==> src/rtl/add.sv <==
// Four-operand unsigned adder with a valid/ready handshaked registered sum.
// Define ADD_PIPE_EN to register the pairwise sums (latency 2 instead of 1).
module add #(
    parameter int WIDTH = 6
) (
    input  logic             clk_i,
    input  logic             rst_n_i,
    input  logic [WIDTH-1:0] a,
    input  logic [WIDTH-1:0] b,
    input  logic [WIDTH-1:0] c,
    input  logic [WIDTH-1:0] d,
    input  logic             valid_i,
    output logic             ready_o,
    output logic [WIDTH+1:0] e,
    output logic             valid_o,
    input  logic             ready_i
);

    localparam int SW = WIDTH + 1;
    localparam int EW = WIDTH + 2;

    logic [SW-1:0] s_ab;
    logic [SW-1:0] s_cd;
    logic          out_ready;
    logic          stage_valid;
    logic [EW-1:0] stage_sum;

    logic [EW-1:0] e_q, e_d;
    logic          out_valid_q, out_valid_d;

    assign s_ab      = {1'b0, a} + {1'b0, b};
    assign s_cd      = {1'b0, c} + {1'b0, d};
    assign out_ready = !out_valid_q || ready_i;

`ifdef ADD_PIPE_EN
    logic [SW-1:0] ab_q, ab_d;
    logic [SW-1:0] cd_q, cd_d;
    logic          mid_valid_q, mid_valid_d;

    assign ready_o     = !mid_valid_q || out_ready;
    assign stage_valid = mid_valid_q;
    assign stage_sum   = {1'b0, ab_q} + {1'b0, cd_q};

    always_comb begin
        mid_valid_d = mid_valid_q;
        ab_d        = ab_q;
        cd_d        = cd_q;
        if (ready_o) begin
            mid_valid_d = valid_i;
            if (valid_i) begin
                ab_d = s_ab;
                cd_d = s_cd;
            end
        end
    end

    always_ff @(posedge clk_i or negedge rst_n_i) begin
        if (!rst_n_i) begin
            ab_q        <= '0;
            cd_q        <= '0;
            mid_valid_q <= 1'b0;
        end else begin
            ab_q        <= ab_d;
            cd_q        <= cd_d;
            mid_valid_q <= mid_valid_d;
        end
    end
`else
    assign ready_o     = out_ready;
    assign stage_valid = valid_i;
    assign stage_sum   = {1'b0, s_ab} + {1'b0, s_cd};
`endif

    // e only changes on a load, so it keeps its last sum once drained
    always_comb begin
        e_d         = e_q;
        out_valid_d = out_valid_q;
        if (out_ready) begin
            out_valid_d = stage_valid;
            if (stage_valid) begin
                e_d = stage_sum;
            end
        end
    end

    always_ff @(posedge clk_i or negedge rst_n_i) begin
        if (!rst_n_i) begin
            e_q         <= '0;
            out_valid_q <= 1'b0;
        end else begin
            e_q         <= e_d;
            out_valid_q <= out_valid_d;
        end
    end

    assign e       = e_q;
    assign valid_o = out_valid_q;

endmodule

==> config.mk <==
export PLATFORM = sky130hd
export DESIGN_NAME = add
export DESIGN_NICKNAME = d
export VERILOG_FILES = /design/src/rtl/add.sv
export SDC_FILE = /design/constraint.sdc
export NUM_CORES = 1
export LEC_CHECK = 0
export CORE_MARGIN = 3
export CORE_UTILIZATION = 38
export DETAILED_ROUTE_END_ITERATION = 8
export PLACE_DENSITY = 0.78
export SYNTH_ARGS = -nofsm -noshare
export SYNTH_HDL_FRONTEND = slang
export SYNTH_SLANG_ARGS = --single-unit
==> constraint.sdc <==
create_clock -name clk_i -period 0.95 [get_ports clk_i]
set_input_delay 0.19 -clock clk_i [delete_from_list [all_inputs] [get_ports clk_i]]
set_output_delay 0.19 -clock clk_i [all_outputs]
set_load 0.05 [all_outputs]
==> results of run 1 <==
power breakdown:
| group | internal [µW] | leakage (µW) | total [µW] | switching (µW) |
|---|---|---|---|---|
| logic | 1590 | 0.000719 | 3050 | 1460 |
| clock network | 162 | 0.0000150 | 296 | 134 |
| registers | 536 | 0.000107 | 698 | 162 |
state kept, by name (all words and copies together) (netlist names):
signal,flops
e,8
valid_o,1
stage by stage:
stage	cells	cell area (µm²)	hold slack (ns)
6_report	180	1740	0.204
4_1_cts	178	1700	0.198
3_3_place_gp	170	1530	0.484
3_5_place_dp	170	1530	0.485
2_1_floorplan	93	928	-0.106
5_1_grt	180	1740	0.195
layout make-up:
type / instances / area (µm²)
repair buffers: 57 / 611
multi-input cells: 52 / 716
flip-flops and latches: 9 / 226
clock buffers: 4 / 26.3
inverters: 31 / 124
well taps: 27 / 33.8
fillers: 126 / 345
cell families (layout without fill, tap and decap cells):
family	Yosys count	count (layout)
AO/OA/AOI/OAI	11	11
XOR/XNOR	4	4
adder cells (fa/ha/maj)	19	19
buffers and inverters	32	92
flip-flops	9	9
multiplexers	2	2
AND/OR/NAND/NOR	16	16
placed cells by master (no fill, tap or decap), types with 3 or more instances in the layout:
cell type / Yosys / layout
clkdlybuf4s15_1: 0 / 4
o21ai_1: 0 / 3
dlygate4sd2_1: 0 / 5
fa_2: 0 / 3
inv_2: 0 / 9
buf_4: 0 / 15
buf_6: 0 / 7
fa_1: 12 / 9
dfrtp_1: 9 / 8
buf_2: 1 / 6
xnor2_1: 3 / 3
clkbuf_4: 0 / 3
buf_12: 0 / 10
inv_1: 31 / 21
ha_4: 0 / 6
nand2_1: 6 / 5
clkdlybuf4s50_1: 0 / 9
metal layers:
layer | vias up | share of wire | GRT usage
met5 | - | 0 | 0
met4 | 0 | 0.038 | 0.124
li1 | 395 | - | -
met3 | 12 | 0.053 | 0.0554
met2 | 32 | 0.61 | 0.442
met1 | 409 | 0.30 | 0.181
timing repair:
item                       4_1_cts  5_1_grt
pin swaps                       33        5
setup endpoints to repair       18       18
buffers inserted                 5        3
hold endpoints to repair         0        0
resized for setup               81        6
how the worst max path moves through the flow:
stage	from	end	slack, ns
after floorplan	a[1]	e[7]	-1.48
after global placement	a[1]	e[7]	-2.11
after detailed placement	a[1]	e[5]	-2.17
after CTS	a[1]	e[5]	-1.38
after global routing	a[1]	e[5]	-1.41
final	a[1]	e[5]	-1.39
==> impl_results.md, run 1 <==
* Die ar. at 2930 µm²
* Synth Area in Compound Gates at 0.0825
* TritonRoute pass-1 iters at 4
* I/O pins at 38
* Top Family by Delay on Critical Path: adder cells
* First-pass GRT wire length at 4200 µm
* Top-count cell post-synth: inv_1
* Period Utilization, post-route at 2.46
* Worst-skew pair later-pin latency at 0.26 ns
* Sequential area share after synthesis at 0.256
* Max-slew violations at 0
* Total CTS buffers at 3
* Nets at 201
* Tmin final at 2.34 ns
* Arr. time, crit path at 2.48 ns
* Buf/Inv on CP at 4
* Commonest cells in the synthesized netlist: inv_1, fa_1, dfrtp_1
* Netlist cell types at 20
* Chip width at 54.1 µm
* Starting Density at 0.422
* Iter 0 DRT Violations at 5
* Number of global-route vias before repair at 945
* Routability cong. at 0.689
* Failing checks: negative setup slack
* Worst-path cell chain: buf_8, inv_8, fa_1, inv_1, fa_1, ha_4, inv_2, fa_2, nand2b_4, a21oi_4, xnor2_1, o21ai_1
* Core box area at 2080 µm²
* Worst hold path class: input pin to async pin
* Yosys reg bits at 9
* Row count at 16
* RR Endpoint: e[7]
* Max incr delay on CP at 0.53 ns
* Vias per inst at 4.71
* Hold buffers post-CTS at 0
* Mapped cell area at 880 µm²
* Cell type of the slowest stage on the worst timing path: fa_1
* Post-synth top area share at 0.273
* Tot GR Track Use at 0.217
* Synth top area cells: fa_1, dfrtp_1, inv_1, ha_1, xnor2_1
* Util after Layout at 0.834
* Req. time, crit path at 1.10 ns
* FMAX at 428 MHz
* DR vias at 848
* Worst setup SP type: input pin
* Routed Wire Length at 2660 µm
* Final Hold Viols at 0
* Syn nets at 140
* Share of cells above drive strength 1 at 0.516
* Synth Area per Inst at 9.46 µm²
* Syn-to-layout area delta at 97.4%
* Top FF cell, synth: dfrtp_1
* CTS tree: done
* Post-route setup slack at -1.39 ns
* FF-to-FF setup slack at -0.19 ns
* Post-Synth Adder-Cell Area at 0.373
* Critical setup path kind: input pin to flop
* Leak pwr at 0.000841 µW
* Sinks on Clock Net at 9
* Unrepaired setup endpoints after global routing: yes
* Detailed Place HPWL at 1990 µm
* Largest net degree at the start of global routing at 10
* Max Clock Skew at 0.00228 ns
* Critical path endpoint category: flop
* Peak supply drop at 2160 µV
* CTS max path bufs at 2
* Syn Inst Count at 93
* Post-Synth Simple-Gate Area at 0.0853
* Antenna Violating Nets Remaining at 0
* Reg2reg start: valid_o
* Outcome: complete, but fails checks
* Post-synth top area cell: fa_1
* DP Worst Slack at -2.17 ns
* Max-slew headroom at 0.801
* Max Cap Viol at 0
* Async SR Flop Fraction at 1.00
* Reg clk slew, reported paths at 0.06 ns
* Wirelength per Cell at 14.8 µm
* Total congestion overflow at 0
* Crit path depth at 12
* DIE HEIGHT at 54.1 µm
* Final setup fails at 19
* Post-layout total power at 4040 µW
* Port-buffer cells at 37
* CP most frequent cell: fa_1
* Crit path max fanout at 2
* Antenna violations before repair at 0
* Largest family of logic cells by synthesized area: adder cells
* H-tree lvl count at 1
* Antenna cell count at 0
* Synth Area in XOR/XNOR at 0.0398
* Yosys Warn Count at 0
* Path depth of the worst reg2reg path at 6
* EDFF count, synth at 0
* Mux contribution to synthesized area at 0.0256
* Slew @ Worst Pin at 0.297 ns
* Post-Route Setup TNS at -9.79 ns
* PwrDens at 2330 nW/µm²
* DRC Markers at 0
* Root Buffer: clkbuf_4
Note: power is estimated with default switching activity, not from simulation.
==> run 2, diff against run 1 <==
- CAP_MARGIN: default -> 15
==> results of run 2 <==
Same layout as run 1: the final DEF is identical, and so are final timing and power.
